==> config.mk <==
export PLATFORM = sky130hd
export DESIGN_NAME = mem_fill_flat
export DESIGN_NICKNAME = d
export VERILOG_FILES = /design/src/rtl/mem_fill_if.sv /design/src/rtl/mem_fill.sv /design/src/flat_wrapper.sv
export SDC_FILE = /design/constraint.sdc
export NUM_CORES = 1
export LEC_CHECK = 0
export ABC_AREA = 0
export CORE_UTILIZATION = 40
export CTS_BUF_LIST = sky130_fd_sc_hd__clkbuf_16
export CTS_CLUSTER_DIAMETER = 80
export DETAILED_ROUTE_END_ITERATION = 8
export HOLD_SLACK_MARGIN = 0.02
export MAX_ROUTING_LAYER = met4
export PLACE_DENSITY = 0.55
export SLEW_MARGIN = 20
export SYNTH_ARGS = -nofsm -noshare
export SYNTH_HDL_FRONTEND = slang
export SYNTH_SLANG_ARGS = --single-unit
==> constraint.sdc <==
create_clock -name clock -period 6.3 [get_ports clock]
set_input_delay 1.26 -clock clock [delete_from_list [all_inputs] [get_ports clock]]
set_output_delay 1.26 -clock clock [all_outputs]
set_load 0.01 [all_outputs]
==> src/rtl/mem_fill_if.sv <==
// Host-side bus of mem_fill: read/write port, range-bound loads, fill control and status.
interface mem_fill_if #(
  parameter int ADDRWIDTH = 6,
  parameter int DATAWIDTH = 8
);
  logic                 ld_low;
  logic                 ld_high;
  logic [ADDRWIDTH-1:0] addr;
  logic [DATAWIDTH-1:0] din;
  logic                 write;
  logic                 fill;
  logic                 mode;
  logic                 abort;
  logic [DATAWIDTH-1:0] dout;
  logic                 busy;
  logic                 done;

  modport master (
    output ld_low, ld_high, addr, din, write, fill, mode, abort,
    input  dout, busy, done
  );

  modport slave (
    input  ld_low, ld_high, addr, din, write, fill, mode, abort,
    output dout, busy, done
  );
endinterface

==> src/rtl/mem_fill.sv <==
// Scratch RAM with a hardware range-fill engine: constant or incrementing pattern
// over a wrapping [lo, hi] address range, with abort and a completion pulse.
module mem_fill #(
  parameter int ADDRWIDTH = 6,
  parameter int DATAWIDTH = 8
) (
  input logic      clock,
  input logic      reset,
  mem_fill_if.slave bus
);

  localparam int DEPTH = 2 ** ADDRWIDTH;

  typedef enum logic {IDLE, FILL} state_t;

  logic [DATAWIDTH-1:0] mem [DEPTH];

  state_t               state_q, state_d;
  logic [ADDRWIDTH-1:0] lo_q, lo_d;
  logic [ADDRWIDTH-1:0] hi_q, hi_d;
  logic [ADDRWIDTH-1:0] cnt_q, cnt_d;
  logic [DATAWIDTH-1:0] val_q, val_d;
  logic                 mode_q, mode_d;
  logic                 done_q, done_d;
  logic [DATAWIDTH-1:0] dout_q;

  logic                 we;
  logic [ADDRWIDTH-1:0] waddr;
  logic [DATAWIDTH-1:0] wdata;

  always_ff @(posedge clock or negedge reset) begin
    if (!reset) begin
      state_q <= IDLE;
      lo_q    <= '0;
      hi_q    <= '0;
      cnt_q   <= '0;
      val_q   <= '0;
      mode_q  <= 1'b0;
      done_q  <= 1'b0;
    end else begin
      state_q <= state_d;
      lo_q    <= lo_d;
      hi_q    <= hi_d;
      cnt_q   <= cnt_d;
      val_q   <= val_d;
      mode_q  <= mode_d;
      done_q  <= done_d;
    end
  end

  always_comb begin
    state_d = state_q;
    lo_d    = lo_q;
    hi_d    = hi_q;
    cnt_d   = cnt_q;
    val_d   = val_q;
    mode_d  = mode_q;
    done_d  = 1'b0;
    we      = 1'b0;
    waddr   = bus.addr;
    wdata   = bus.din;

    unique case (state_q)
      IDLE: begin
        // A fill strobe shadows any host write or bound load in the same cycle.
        if (bus.fill) begin
          cnt_d   = lo_q;
          val_d   = bus.din;
          mode_d  = bus.mode;
          state_d = FILL;
        end else begin
          we = bus.write;
          if (bus.ld_low)  lo_d = bus.addr;
          if (bus.ld_high) hi_d = bus.addr;
        end
      end
      FILL: begin
        if (bus.abort) begin
          state_d = IDLE;
        end else begin
          we    = 1'b1;
          waddr = cnt_q;
          wdata = val_q;
          if (cnt_q == hi_q) begin
            state_d = IDLE;
            done_d  = 1'b1;
          end else begin
            cnt_d = cnt_q + ADDRWIDTH'(1);
            val_d = val_q + DATAWIDTH'(mode_q);
          end
        end
      end
      default: state_d = IDLE;
    endcase
  end

  always_ff @(posedge clock) begin
    if (we) mem[waddr] <= wdata;
  end

  // Read port is only live in IDLE, so dout holds its last value during a fill.
  always_ff @(posedge clock or negedge reset) begin
    if (!reset) begin
      dout_q <= '0;
    end else if (state_q == IDLE) begin
      dout_q <= mem[bus.addr];
    end
  end

  assign bus.busy = (state_q == FILL);
  assign bus.done = done_q;
  assign bus.dout = dout_q;

endmodule

==> src/flat_wrapper.sv <==
// flat-port wrapper written by rule: the top's interface ports become plain ports
module mem_fill_flat 
#(
  parameter int ADDRWIDTH = 6,
  parameter int DATAWIDTH = 8
)
  (clock, reset, bus_ld_low, bus_ld_high, bus_addr, bus_din, bus_write, bus_fill, bus_mode, bus_abort, bus_dout, bus_busy, bus_done);
  mem_fill_if #(.ADDRWIDTH(ADDRWIDTH), .DATAWIDTH(DATAWIDTH)) bus_i ();
  input logic clock;
  input logic reset;
  input wire logic [$bits(bus_i.ld_low)-1:0] bus_ld_low;
  input wire logic [$bits(bus_i.ld_high)-1:0] bus_ld_high;
  input wire logic [$bits(bus_i.addr)-1:0] bus_addr;
  input wire logic [$bits(bus_i.din)-1:0] bus_din;
  input wire logic [$bits(bus_i.write)-1:0] bus_write;
  input wire logic [$bits(bus_i.fill)-1:0] bus_fill;
  input wire logic [$bits(bus_i.mode)-1:0] bus_mode;
  input wire logic [$bits(bus_i.abort)-1:0] bus_abort;
  output wire logic [$bits(bus_i.dout)-1:0] bus_dout;
  output wire logic [$bits(bus_i.busy)-1:0] bus_busy;
  output wire logic [$bits(bus_i.done)-1:0] bus_done;
  assign bus_i.ld_low = bus_ld_low;
  assign bus_i.ld_high = bus_ld_high;
  assign bus_i.addr = bus_addr;
  assign bus_i.din = bus_din;
  assign bus_i.write = bus_write;
  assign bus_i.fill = bus_fill;
  assign bus_i.mode = bus_mode;
  assign bus_i.abort = bus_abort;
  assign bus_dout = bus_i.dout;
  assign bus_busy = bus_i.busy;
  assign bus_done = bus_i.done;
  mem_fill #(.ADDRWIDTH(ADDRWIDTH), .DATAWIDTH(DATAWIDTH)) u_core (.clock(clock), .reset(reset), .bus(bus_i));
endmodule
==> results.toml <==
[setup_path]
critPathKind = "input pin to flop"
rr_endpoint = "u_core.mem[28][3]"
crit_slowest_cell = "nand2b_1"
cp_data_required_time_ps = 6530
startpoint_type = "input pin"
r2r_cells = 6
cp.arrival_ps = 4580
worstPathCellList = "clkdlybuf4s50_1, nand2b_1, mux2i_1, nor2b_1, nand2_1, nor2_1"
crit_end = "u_core.mem[28][3]"
max_stage_delay_ps = 890
path_max_fanout = 22
crit_path_start = "bus_abort"
cp-end-kind = "flop"
r2r_setup_slack_ps = 2570
r2r_start = "u_core.bus.busy"

[power]
p_per_area_nw_per_um2 = 352
swShare_pct = 25.0
power_frac_comb_pct = 11.4
leakage_nw = 7.86
power.switching_mw = 2.17
p_seq_share_pct = 51.2
ir_worst_vdd_v = 0.000218
clkPwrFrac_pct = 37.4
intPower_mw = 6.51

[logic_synthesis]
synth_compound_area_share_pct = 2.74
synthMuxAreaShare_pct = 17.8
synth-xor-area-share_pct = 0.241
yosysTopAreaCellShare_pct = 70.6
synth-simple-area-share_pct = 2.89
ys_seq_area_share_pct = 74.9
avgSynthCellArea_um2 = 20.3
synthDistinctLibCells = 37
synth_fp_nets = 1095
synth_fa_ha_area_share_pct = 0.172
yosysWarnings = 0
synth_top_family_by_area = "multiplexers"
synth_seq_cells = 549
yosysTopAreaCell = "edfxtp_1"
syn_inst = 1070
syn-cell-area_um2 = 21800
synth_area_leaders = "edfxtp_1 71%, mux4_2 13%, dfrtp_1 4.3%"

[grt]
antenna_found_initial = 0
grt_pass1_wl_mm = 73.4
grt_overflow = 0
grt_max_degree = 65
grt_pass1_vias = 10600
grt.total_usage_pct = 18.8

[clock_network]
root_buffer = "clkbuf_16"
post_cts_buffers = 0
cts.htree.levels = 2
cts_tree = "done"
numCtsBuffers = 56
cts_resized = 0
cts_hold_buf = 0
clk_path_buf_depth = 3
clk_pin_slew_worst_paths_ps = 60
cts.sinks = 549
clkLatencyLatePin_ps = 620

[outcome]
status = "finished clean"

[place]
post_dp_cell_area_um2 = 22800
post-dp-hpwl_mm = 30.1
io_buffers = 31
gp_congestion = 0.811
pre_cts_ws_ps = 1400

[route]
wl_mm = 49.3
dr.pass1.iters = 5
dr_total_vias = 10400
wl_per_cell_um = 26.5
ant_nets = 0
vias_per_cell = 5.57
first_iter_violations = 913
remaining_drc_errors = 0

[sta]
worst_pin_slew_ps = 1130
setup_viol = 0
rsz0062_at_grt = "false"
max_freq_mhz = 230
maxSlewViolCount = 0
post-route-period-util_pct = 69.0
holdWs_ps = 515
finalSetupTns_ps = 0
min_period_ps = 4350
maxSlewHeadroom_pct = 25.0
hold_violations = 0
setup_slack_ps = 1950
finalClockSkew_ps = 24.5

[run]
maxCapViolations = 0

[layout]
n_antenna_cell = 0
areaGrowthSynthToFinish_pct = 13.1
drive_gt1_share_pct = 23.1
stdcell_area_um2 = 24600
nets = 1143
nFillCells = 4518

[floorplanning]
die_area_um2 = 55300
io_pins = 32
std_cell_rows = 85
chipHeight_um = 235
die_w_um = 235
start_util_pct = 40.4
core_um2 = 53800

[worst_hold_path]
hold_class = "flop to flop"
-- layout by cell type, fill, tap and decap left out, types with 23 or more instances in the layout --
master / count
edfxtp_1: 512
mux4_2: 128
nor2_1: 78
clkbuf_16: 56
mux2i_1: 54
mux2_2: 37
nand2_1: 37
dfrtp_1: 37
clkdlybuf4s50_1: 27
a22oi_1: 23
-- power groups by stage --
stage / clock, mW / combinational [mW] / sequential, mW
5_1_grt: 3.45 / 1.07 / 4.45
3_5_place_dp: 0 / 1.00 / 4.51
3_3_place_gp: 0 / 0.986 / 4.51
2_1_floorplan: 0 / 0.607 / 4.46
4_1_cts: 3.31 / 1.01 / 4.44
6_report: 3.25 / 0.989 / 4.44
-- Yosys cell counts --
library cell,number
a221oi_1,8
buf_1,10
ha_1,3
nor2b_1,6
o221ai_1,8
clkbuf_1,20
mux2_2,40
nand4_1,1
a21oi_1,11
buf_4,1
nand2b_1,7
a22oi_1,23
nand3_1,6
o32ai_1,2
a31o_2,1
edfxtp_1,512
nor3b_1,2
inv_1,3
mux2i_1,54
nor4_1,1
and2_1,6
o21a_1,1
o31ai_1,1
nor2_1,78
dfrtp_1,37
xor2_1,6
mux4_2,128
a31oi_1,1
a221o_1,8
nand3b_1,2
inv_2,1
buf_2,21
buf_6,3
nand2_1,37
nor3_1,1
o22ai_1,1
o21ai_0,19
-- critical path, delay by kind of cell --
family	cells	cell delay, ps
and+or+nand+nor	4	2350
muxes	1	410
buffers and inverters	1	550
-- registers in the layout, summed over array words and instances, names as in the netlist --
signal and count:
u_core.mem 512, u_core.bus.dout 8, u_core.val_q 8, u_core.cnt_q 6
u_core.hi_q 6, u_core.lo_q 6, u_core.bus.busy 1, u_core.bus.done 1
u_core.mode_q 1
-- routing by layer --
layer  vias up  global-route usage (%)  part of all wire (%)
met5         -                       -                     0
met4         0                    5.11                   2.4
met3        79                    3.56                   5.6
met2       309                    28.5                    48
met1      5471                    26.1                    44
li1       4503                       -                     -
-- through the flow --
| stage | std cells | power (mW) | utilization (%) |
|---|---|---|---|
| after detailed placement | 1756 | 5.52 | 42.4 |
| after floorplan | 1070 | 5.06 | - |
| final | 1859 | 8.67 | 45.7 |
| after CTS | 1859 | 8.76 | 45.7 |
| after global placement | 1756 | 5.50 | 42.4 |
| after global routing | 1859 | 8.98 | 45.7 |
-- worst min path at each step --
stage	slack [ps]	start	end	cells after the start
3_5_place_dp	500	u_core.lo_q[3]	u_core.lo_q[3]	1
2_1_floorplan	470	u_core.val_q[0]	u_core.val_q[0]	2
5_1_grt	540	u_core.lo_q[1]	u_core.lo_q[1]	1
3_3_place_gp	490	u_core.val_q[0]	u_core.val_q[0]	2
6_report	520	u_core.lo_q[0]	u_core.lo_q[0]	1
4_1_cts	510	u_core.lo_q[0]	u_core.lo_q[0]	1
-- final cells by class --
| cell class | count | area (µm²) | share of cell area, % |
|---|---|---|---|
| clock buffers | 56 | 1400 | 5.69 |
| clock inverters | 47 | 398 | 1.62 |
| flip-flops and latches | 549 | 16300 | 66.2 |
| multi-input cells | 462 | 5200 | 21.1 |
| repair buffers | 45 | 423 | 1.72 |
| inverters | 4 | 15.0 | 0.0610 |
| well taps | 696 | 871 | 3.54 |
-- kinds of logic after synthesis --
family          after synthesis
flops                       549
mux                         222
simple gates                147
compound gates               84
buf+inv                      59
xor+xnor                      6
fa+ha+maj                     3
(Power assumes the default switching activity.)
